File: config.mk
export PLATFORM = sky130hd
export DESIGN_NAME = serial_addsub_ctrl
export DESIGN_NICKNAME = d
export VERILOG_FILES = /design/src/rtl/serial_addsub_pkg.sv /design/src/rtl/serial_addsub_ctrl_cell.sv /design/src/rtl/serial_addsub_ctrl.sv
export SDC_FILE = /design/constraint.sdc
export NUM_CORES = 1
export LEC_CHECK = 0
export ABC_AREA = 1
export CORE_MARGIN = 10
export CORE_UTILIZATION = 45
export DETAILED_ROUTE_END_ITERATION = 10
export GPL_ROUTABILITY_DRIVEN = 0
export MAX_ROUTING_LAYER = met4
export PLACE_DENSITY = 0.71
export SLEW_MARGIN = 20
export SYNTH_ARGS = -nofsm -noshare
export SYNTH_HDL_FRONTEND = slang
export SYNTH_SLANG_ARGS = --single-unit
File: constraint.sdc
create_clock -name clk -period 1.6 [get_ports clk]
set_clock_uncertainty 0.1 [all_clocks]
set_input_delay 0.24 -clock clk [delete_from_list [all_inputs] [get_ports clk]]
set_output_delay 0.24 -clock clk [all_outputs]
set_load 0.1 [all_outputs]
File: src/rtl/serial_addsub_pkg.sv
// Shared types and constants for the bit-serial add/subtract sequencer.
// Holds the FSM state enum, op encodings and the counter width helper.
package serial_addsub_pkg;

    typedef enum logic [1:0] {
        IDLE,
        SHIFT,
        DONE
    } state_e;

    localparam logic OP_ADD = 1'b0;
    localparam logic OP_SUB = 1'b1;

    // Bits needed to count 0..n-1; never returns less than 1.
    function automatic int clog2(input int n);
        int w;
        w = 1;
        while ((1 << w) < n) begin
            w++;
        end
        return w;
    endfunction

endpackage

File: src/rtl/serial_addsub_ctrl_cell.sv
// One-bit full adder / full subtractor shared by the serial sequencer.
// Ports: x, y, cb_in, sub in; d (sum/diff bit), cb_out (carry/borrow) out.
module addsub_bit_cell
    import serial_addsub_pkg::*;
(
    input  logic x,
    input  logic y,
    input  logic cb_in,
    input  logic sub,
    output logic d,
    output logic cb_out
);

    assign d = x ^ y ^ cb_in;

    always_comb begin
        if (sub == OP_SUB) begin
            cb_out = (~x & y) | (~(x ^ y) & cb_in);
        end else begin
            cb_out = (x & y) | ((x ^ y) & cb_in);
        end
    end

endmodule

File: src/rtl/serial_addsub_ctrl.sv
// Bit-serial add/subtract sequencer, LSB first, one bit per clock.
// Ports: clk, rst_n; start_valid/start_ready, op, a, b in; result_valid/
// result_ready, res, cout, ovf out. Macro SERIAL_ADDSUB_OVF_EN enables ovf.
module serial_addsub_ctrl
    import serial_addsub_pkg::*;
#(
    parameter int WIDTH = 8
) (
    input  logic             clk,
    input  logic             rst_n,
    input  logic             start_valid,
    output logic             start_ready,
    input  logic             op,
    input  logic [WIDTH-1:0] a,
    input  logic [WIDTH-1:0] b,
    output logic             result_valid,
    input  logic             result_ready,
    output logic [WIDTH-1:0] res,
    output logic             cout,
    output logic             ovf
);

    localparam int CW = clog2(WIDTH);
    localparam logic [CW-1:0] CNT_LAST = CW'(WIDTH - 1);

    state_e state_q, state_d;

    logic [WIDTH-1:0] a_sr_q, b_sr_q, res_sr_q, res_q;
    logic [WIDTH-1:0] res_sh;
    logic [CW-1:0]    cnt_q;
    logic             op_q, cb_q, cout_q;
    logic             d, cb_nx;
    logic             accept, last;

    addsub_bit_cell u_cell (
        .x      (a_sr_q[0]),
        .y      (b_sr_q[0]),
        .cb_in  (cb_q),
        .sub    (op_q),
        .d      (d),
        .cb_out (cb_nx)
    );

    assign accept = (state_q == IDLE) && start_valid;
    assign last   = (state_q == SHIFT) && (cnt_q == CNT_LAST);

    // New bit enters at the MSB; written width-safe so WIDTH=1 works.
    assign res_sh = (res_sr_q >> 1) | (WIDTH'(d) << (WIDTH - 1));

    always_comb begin
        state_d = state_q;
        unique case (state_q)
            IDLE:    if (start_valid)  state_d = SHIFT;
            SHIFT:   if (last)         state_d = DONE;
            DONE:    if (result_ready) state_d = IDLE;
            default: state_d = IDLE;
        endcase
    end

    always_ff @(posedge clk or negedge rst_n) begin
        if (!rst_n) begin
            state_q <= IDLE;
        end else begin
            state_q <= state_d;
        end
    end

    always_ff @(posedge clk or negedge rst_n) begin
        if (!rst_n) begin
            a_sr_q   <= '0;
            b_sr_q   <= '0;
            res_sr_q <= '0;
            res_q    <= '0;
            cnt_q    <= '0;
            op_q     <= OP_ADD;
            cb_q     <= 1'b0;
            cout_q   <= 1'b0;
        end else if (accept) begin
            a_sr_q <= a;
            b_sr_q <= b;
            op_q   <= op;
            cb_q   <= 1'b0;
            cnt_q  <= '0;
        end else if (state_q == SHIFT) begin
            a_sr_q   <= a_sr_q >> 1;
            b_sr_q   <= b_sr_q >> 1;
            res_sr_q <= res_sh;
            cb_q     <= cb_nx;
            cnt_q    <= cnt_q + CW'(1);
            // Outputs only change on the final bit.
            if (last) begin
                res_q  <= res_sh;
                cout_q <= cb_nx;
            end
        end
    end

`ifdef SERIAL_ADDSUB_OVF_EN
    logic ovf_q, ovf_d;

    // On the last bit the shift regs hold the operand MSBs and d is res MSB.
    always_comb begin
        if (op_q == OP_SUB) begin
            ovf_d = (a_sr_q[0] != b_sr_q[0]) && (d != a_sr_q[0]);
        end else begin
            ovf_d = (a_sr_q[0] == b_sr_q[0]) && (d != a_sr_q[0]);
        end
    end

    always_ff @(posedge clk or negedge rst_n) begin
        if (!rst_n) begin
            ovf_q <= 1'b0;
        end else if (last) begin
            ovf_q <= ovf_d;
        end
    end

    assign ovf = ovf_q;
`else
    assign ovf = 1'b0;
`endif

    assign start_ready  = rst_n && (state_q == IDLE);
    assign result_valid = (state_q == DONE);
    assign res          = res_q;
    assign cout         = cout_q;

endmodule

==> metrics.csv, run 1 <==
metric,value,unit
status,finished with violations,
violations,setup timing,
top_usage_layer,met2,
reg2reg_depth,5,
synth_common_cells,"nand2_1 (82), dfrtp_1 (39), nand3_1 (31), o21ai_0 (8), inv_1 (7)",
drive_gt1_share,16.8,%
cp_max_fo,5,
cts_tree,yes,
setup_violations,1,
cts_buffer_depth,2,
antenna_found_initial,0,
p_leak,1.13,nW
synth_mux_area_share,0,%
critPathLaunch,state_q[0]$_DFFE_PN0P_,
synth.top_cell.area_share,55.9,%
synth_edf_count,0,
critPathCapture,start_ready,
synth_xor_xnor_area_share,0,%
synth_area,0.00175,mm^2
drc,0,
synthTopCellsByArea,"dfrtp_1 (56%), nand2_1 (18%), nand3_1 (8.9%)",
whs,0.368,ns
ys.flop_type,dfrtp_1,
synthSimpleGateAreaFrac,29.8,%
die_h,82.3,um
met1_usage,13.2,%
io_pins,33,
worstPathRequired,1.26,ns
grtUsageMet2,17.5,%
grt_pass1_vias,1298,
timing.final.crit_share,100,%
fin_ws,-0.000680,ns
ys_warn_count,0,
clock_latency,0.30,ns
syn_inst,193,
via_per_inst,4.85,
synth_top_family_by_area,simple AND/OR/NAND/NOR gates,
numCtsBuffers,5,
cpPeakStageDelay,0.40,ns
max_slew.worst_pin.slew,0.520,ns
synth.distinct_cells,18,
grt_use_total,11.5,%
die_area,0.00677,mm^2
drtIter0Drc,59,
synth-compound-area-share,3.73,%
diodes,0,
ys_ff_latch,39,
ant_nets,0,
timing.fmax,0.625,GHz
synth_most_common_cell,nand2_1,
grt_overflow,0,
h-tree-depth,2,
path_class,flop to primary output,
slew_violations,0,
hpwl,2550,um
final-hold-violation-count,0,
wl_per_cell,12.6,um
start_util,47.0,%
cts.clk_slew.worst_paths,0.07,ns
drv_cap,0,
cts_sinks,39,
rr_endpoint,cout$_DFFE_PN0P_,
grt_pass1_wl,5800,um
synth_nets,218,
synth_area_per_cell,9.04,um^2
total_power,4.84,mW
nets,256,
io_buffers,31,
power-per-cell-area,2070,mW/mm^2
synthAdderAreaFrac,3.73,%
endpoint_kind,primary output,
final.min_clock_period,1.60,ns
async_reset_ff_share,100,%
use_met3,3.46,%
regToRegStartpoint,b_sr_q[0]$_DFFE_PN0P_,
dieWidth,82.3,um
rsz0062_at_grt,yes,
drtPass1Iterations,4,
routed_wl,3540,um
root_buffer,clkbuf_8,
rows,22,
relSlewSlack,65.2,%
cp_slowest_cell,dfrtp_1,
yosysTopAreaCell,dfrtp_1,
syn_to_final_growth,34.1,%
vias,1359,
crit_path_start_kind,flop,
critPathArrivalTime,1.26,ns
core_area,0.00372,mm^2
yosysSeqAreaShare,55.9,%
vdd_drop_max,0.000944,V
path_cells,buf_6 > nor3b_4 > buf_12,
grt_max_degree,40,
regToRegSetupSlack,0.09,ns
hold_class,flop to flop,
-- how the worst min path moves through the flow --
stage / start / end / slack (ns) / cells past startpoint
2_1_floorplan: rst_n / a_sr_q[0]$_DFFE_PN0P_ / -0.16 / 0
3_3_place_gp: rst_n / res[1]$_DFFE_PN0P_ / 0.28 / 2
3_5_place_dp: rst_n / res[2]$_DFFE_PN0P_ / 0.28 / 2
4_1_cts: res_sr_q[5]$_DFFE_PN0P_ / res[4]$_DFFE_PN0P_ / 0.37 / 2
5_1_grt: b_sr_q[7]$_DFFE_PN0P_ / b_sr_q[7]$_DFFE_PN0P_ / 0.39 / 2
6_report: res_sr_q[5]$_DFFE_PN0P_ / res[4]$_DFFE_PN0P_ / 0.37 / 2
-- cell type report --
class	instances	area (um^2)
Clock buffer	8	100
Fill cell	325	1380
Inverter	9	33.8
Multi-Input combinational cell	136	681
Sequential cell	39	977
Tap cell	48	60.1
Timing Repair Buffer	40	489
-- worst max-delay path, delay by kind of cell (launching register included) --
family | cells | cell delay (ns)
buffers and inverters | 2 | 0.35
flip-flops | 1 | 0.40
AND/OR/NAND/NOR | 1 | 0.21
-- power breakdown --
part | leakage (nW) | switching (mW) | total [mW] | internal (mW)
Combinational | 0.577 | 1.53 | 2.42 | 0.894
Clock | 0.0515 | 0.329 | 0.722 | 0.393
Sequential | 0.501 | 0.303 | 1.69 | 1.39
Total | 1.13 | 2.16 | 4.84 | 2.67
-- layer usage --
metal / vias up / wire length, um
li1: 681 / -
met1: 644 / 1670
met2: 24 / 1600
met3: 10 / 173
met4: 0 / 89
met5: - / 0
-- state kept, by name, summed over array words and instances, names as in the netlist --
name / flops
a_sr_q: 8
b_sr_q: 8
res: 8
res_sr_q: 7
cnt_q: 3
state_q: 2
cb_q: 1
cout: 1
op_q: 1
-- kinds of logic (layout without fill, tap and decap cells) --
| kind of cell | Yosys count | in the layout |
|---|---|---|
| AND/OR/NAND/NOR | 120 | 120 |
| flip-flops | 39 | 39 |
| buffers and inverters | 18 | 57 |
| AO/OA/AOI/OAI | 11 | 11 |
| adder cells (fa/ha/maj) | 4 | 4 |
| other | 1 | 1 |
-- stage by stage --
step | cells | setup slack (ns) | TNS (ns) | area [um^2] | util (%)
after floorplan | 193 | -0.0850 | -0.0850 | 1760 | -
after global placement | 270 | -0.0938 | -1.39 | 2210 | 59.5
after detailed placement | 270 | -0.102 | -1.45 | 2210 | 59.5
after CTS | 280 | 0.00715 | 0 | 2330 | 62.8
after global routing | 280 | -0.0525 | -0.0525 | 2340 | 63.0
final | 280 | -0.000680 | -0.000680 | 2340 | 63.0
-- placed cells by master, fill, tap and decap left out --
cell and instances:
clkbuf_1 1, inv_2 2, buf_12 11, buf_6 1, ha_1 2, fa_1 2
clkdlybuf4s50_1 19, conb_1 1, dlygate4sd3_1 1, nand2_2 2, buf_2 1, inv_1 7
o21ai_0 8, nor3b_4 1, o31ai_1 1, dfrtp_2 1, clkbuf_8 7, nor2_4 4
o21ai_2 1, dfrtp_1 38, buf_4 7, nand2_1 82, nand3_1 31, o21ai_4 1
-- timing repair --
action	CTS	global route
endpoints found under the setup margin	2	21
gates cloned	0	0
pin swaps	1	0
endpoints found under the hold margin	39	0
hold buffers	1	0
resized for setup	2	1
buffers inserted	1	0
Power figures use the tool's default switching activity.
==> run 2: changes to the inputs <==
--- a/config.mk
+++ b/config.mk
@@ -7,11 +7,10 @@
 export LEC_CHECK = 0
 export ABC_AREA = 1
 export CORE_MARGIN = 10
-export CORE_UTILIZATION = 45
+export CORE_UTILIZATION = 40
 export DETAILED_ROUTE_END_ITERATION = 10
 export GPL_ROUTABILITY_DRIVEN = 0
 export MAX_ROUTING_LAYER = met4
-export PLACE_DENSITY = 0.71
 export SLEW_MARGIN = 20
 export SYNTH_ARGS = -nofsm -noshare
 export SYNTH_HDL_FRONTEND = slang
==> run 2 against run 1 <==
- the run now ends clean
- highest routed layer unchanged
- die area grew 9.4%
- setup slack gained 0.039 ns
- final area up 2.6%
- global-route usage hardly changed
- routed wire length is 7.8% higher
- sequential power hardly changed
- combinational power up 2%
- utilization is 4.7 points lower
- sequential cell count unchanged
==> metrics.csv, run 2 (synthesis gave the netlist of run 1 again) <==
metric,value,unit
status,"complete, no violations",
grt_max_degree,40,
grt_overflow,0,
start_util,42.4,%
cp_top_family,flip-flops,
grtUsageMet2,16.2,%
crit_buf_inv,1,
vias,1383,
final.min_clock_period,1.56,ns
wl_per_cell,13.4,um
clock_latency,0.29,ns
top_usage_layer,met2,
mostFrequentLayoutCell,nand2_1,
nets,258,
cts_tree,yes,
max_slew.worst_pin.slew,0.499,ns
ant_nets,0,
final_cell_mix,"nand2_1 (82), dfrtp_1 (37), nand3_1 (31), clkdlybuf4s50_1 (19), buf_12 (12)",
setup_violations,0,
p_leak,1.16,nW
timing.fmax,0.641,GHz
cp_max_fo,5,
vdd_drop_max,0.000880,V
routed_wl,3810,um
die_h,86.1,um
seq_area,978,um^2
drtPass1Iterations,4,
fin_util,58.3,%
path_class,flop to primary output,
met1_usage,14.6,%
rsz0062_at_grt,no,
slew_violations,0,
multi_input_area,681,um^2
power-per-cell-area,2150,mW/mm^2
root_buffer,clkbuf_8,
use_met3,3.60,%
timing.final.crit_share,97.6,%
path_cells,nor3b_4 > buf_12,
core_area,0.00412,mm^2
hpwl,2790,um
final-hold-violation-count,0,
io_pins,33,
cpPeakStageDelay,0.47,ns
io_buffers,31,
cts.clk_slew.worst_paths,0.07,ns
die_area,0.00741,mm^2
hold_class,flop to flop,
cp_slowest_cell,dfrtp_2,
endpoint_kind,primary output,
rows,23,
relSlewSlack,66.6,%
drtIter0Drc,95,
total_power,5.16,mW
critPathArrivalTime,1.22,ns
dieWidth,86.1,um
cts_buffer_depth,2,
grt_pass1_wl,6790,um
grt_use_total,11.5,%
antenna_found_initial,0,
h-tree-depth,2,
drc,0,
numCtsBuffers,5,
crit_path_start_kind,flop,
cts_sinks,39,
diodes,0,
drive_gt1_share,17.9,%
via_per_inst,4.87,
grt_pass1_vias,1408,
nFillCells,347,
drv_cap,0,
worstPathRequired,1.26,ns
syn_to_final_growth,37.6,%
## run 2: changes by cell type in the layout (fill, tap and decap cells not counted), sizes merged
cell and change:
buf +2, clkbuf -2, bufinv +2
## run 2: what timing repair did
action / CTS / global route
endpoints found under the hold margin: 39 / 0
resized for setup: 2 / 2
endpoints found under the setup margin: 5 / 20
hold buffers: 1 / 0
setup buffers: 2 / 2
## run 2: final timing paths
check,startpoint,end,slack [ns],depth (start not counted)
max in group asynchronous,rst_n,state_q[1]$_DFFE_PN0P_,0.56,3
min,res_sr_q[7]$_DFFE_PN0P_,res[6]$_DFFE_PN0P_,0.38,2
max reg2reg,state_q[0]$_DFFE_PN0P_,cnt_q[0]$_DFFE_PN0P_,0.18,4
min in group asynchronous,rst_n,b_sr_q[7]$_DFFE_PN0P_,0.48,3
min reg2reg,res_sr_q[7]$_DFFE_PN0P_,res[6]$_DFFE_PN0P_,0.38,2
max,state_q[0]$_DFFE_PN0P_,start_ready,0.04,2
## run 2: worst min-delay path: stages, from the launching register on
cell and delay (ns):
dfrtp_1 0.35, nand2_1 0.05, nand2_1 0.05
## run 2: area by class of cell
class / instances / share of cell area [%]
clock buffers: 6 / 3.02
clock inverters: 2 / 2.50
inverters: 9 / 1.41
repair buffers: 42 / 21.4
multi-input cells: 136 / 28.3
well taps: 50 / 2.61
flip-flops and latches: 39 / 40.8
## run 2: metrics by stage
step	area [um^2]	setup WS, ns	instances	hold WS, ns	TNS (ns)
final	2400	0.0387	284	0.377	0
after global routing	2400	0.00113	284	0.391	0
after CTS	2380	0.000510	282	0.379	0
after detailed placement	2210	-0.0895	271	0.274	-1.39
after global placement	2210	-0.0735	271	0.271	-1.07
after floorplan	1760	-0.0850	193	-0.156	-0.0850
## run 2: power breakdown
group | leakage, nW | internal, mW | switching (mW)
combinational | 0.590 | 0.938 | 1.54
sequential | 0.501 | 1.39 | 0.325
clock | 0.0654 | 0.623 | 0.349
total | 1.16 | 2.95 | 2.21
## run 2: metal layers
metal / up-vias / wire (um)
met1: 652 / 1820
met3: 8 / 168
met4: 0 / 69
met5: - / 0
li1: 690 / -
met2: 33 / 1760
==> run 3: changes to the inputs <==
--- a/config.mk
+++ b/config.mk
@@ -10,7 +10,6 @@
 export CORE_UTILIZATION = 40
 export DETAILED_ROUTE_END_ITERATION = 10
 export GPL_ROUTABILITY_DRIVEN = 0
-export MAX_ROUTING_LAYER = met4
 export SLEW_MARGIN = 20
 export SYNTH_ARGS = -nofsm -noshare
 export SYNTH_HDL_FRONTEND = slang
==> run 3 against run 2 <==
- register-to-register slack better by 0.02 ns
- global-route usage is 0.38 points lower
- via count hardly changed
- combinational power hardly changed
- hold slack hardly changed
- sequential cell count stayed put
- clock-buffer cell count stayed put
- critical endpoint unchanged
==> metrics.csv, run 3 (synthesis gave the netlist of run 1 again) <==
metric,value,unit
io_pins,33,
clock_latency,0.29,ns
rsz0062_at_grt,no,
vias,1382,
grt_overflow,0,
drtPass1Iterations,4,
final_cell_mix,"nand2_1 (82), dfrtp_1 (37), nand3_1 (31), clkdlybuf4s50_1 (19), buf_12 (12)",
routed_wl,3780,um
ant_nets,0,
cp_max_fo,5,
whs,0.377,ns
diodes,0,
numCtsBuffers,5,
via_per_inst,4.87,
timing.fmax,0.641,GHz
wl_per_cell,13.3,um
final.min_clock_period,1.56,ns
grt_use_total,11.1,%
grt_pass1_vias,1412,
rows,23,
cts_tree,yes,
core_area,0.00412,mm^2
endpoint_kind,primary output,
mostFrequentLayoutCell,nand2_1,
timing.final.crit_share,97.5,%
nets,258,
p_leak,1.16,nW
drtIter0Drc,115,
crit_path_start_kind,flop,
vdd_drop_max,0.000880,V
power-per-cell-area,2150,mW/mm^2
h-tree-depth,2,
drive_gt1_share,17.9,%
worstPathRequired,1.26,ns
hpwl,2790,um
nFillCells,347,
start_util,42.4,%
regToRegSetupSlack,0.20,ns
setup_violations,0,
status,"complete, no violations",
critPathArrivalTime,1.22,ns
grt_max_degree,40,
die_area,0.00741,mm^2
root_buffer,clkbuf_8,
io_buffers,31,
tns,0,ns
dieWidth,86.1,um
multi_input_area,681,um^2
post-place-cells,271,
antenna_found_initial,0,
hold_class,flop to flop,
grt_pass1_wl,6780,um
syn_to_final_growth,37.6,%
die_h,86.1,um
seq_area,978,um^2
path_class,flop to primary output,
cts.clk_slew.worst_paths,0.07,ns
stdcell_count,284,
slew_violations,0,
drv_cap,0,
cts_buffer_depth,2,
drc,0,
cts_sinks,39,
final-hold-violation-count,0,
-- run 3: cell counts in the layout (fill, tap and decap cells not counted) --
Identical to the previous run, type by type.
-- run 3: metrics by stage --
stage | utilization [%] | worst slack (ns) | area [um^2] | power [mW]
after floorplan | - | -0.0850 | 1760 | 3.33
after global placement | 53.6 | -0.0735 | 2210 | 4.05
after detailed placement | 53.6 | -0.0895 | 2210 | 4.12
after CTS | 57.8 | 0.000510 | 2380 | 5.17
after global routing | 58.3 | 0.00113 | 2400 | 5.49
final | 58.3 | 0.0398 | 2400 | 5.15
-- run 3: path summary, 6_finish.rpt --
check,startpoint,to,cells after the start
worst max-delay path,state_q[0]$_DFFE_PN0P_,start_ready,2
worst min-delay path,res_sr_q[7]$_DFFE_PN0P_,res[6]$_DFFE_PN0P_,2
worst max register to register,state_q[0]$_DFFE_PN0P_,cnt_q[0]$_DFFE_PN0P_,4
worst min register to register,res_sr_q[7]$_DFFE_PN0P_,res[6]$_DFFE_PN0P_,2
max in group asynchronous,rst_n,state_q[1]$_DFFE_PN0P_,3
min in group asynchronous,rst_n,b_sr_q[7]$_DFFE_PN0P_,3
-- run 3: layout make-up --
| cell class | instances | share of cell area, % |
|---|---|---|
| sequential | 39 | 40.8 |
| timing repair buffer | 42 | 21.4 |
| tap | 50 | 2.61 |
| multi-input combinational | 136 | 28.3 |
| clock buffer | 6 | 3.02 |
| clock inverter | 2 | 2.50 |
| inverter | 9 | 1.41 |
-- run 3: worst max-delay path, cell delays in order, from the launching register on --
cell	delay [ns]
dfrtp_2	0.47
nor3b_4	0.25
buf_12	0.20
-- run 3: metal layers --
| metal | up-vias | global-route usage (%) | part of all wire (%) |
|---|---|---|---|
| li1 | 690 | - | - |
| met1 | 656 | 14.1 | 47 |
| met2 | 28 | 16.5 | 46 |
| met3 | 8 | 3.88 | 5.0 |
| met4 | 0 | 4.94 | 1.9 |
| met5 | - | 0 | 0 |
-- run 3: repair_timing --
item | 4_1_cts | 5_1_grt
hold buffers | 1 | 0
setup endpoints to repair | 5 | 18
hold endpoints to repair | 39 | 0
setup buffers | 2 | 2
gates resized for setup | 2 | 2
-- run 3: where the power goes --
part           internal, mW  switching (mW)
Clock                 0.623           0.347
Combinational         0.938            1.53
Sequential             1.39           0.324
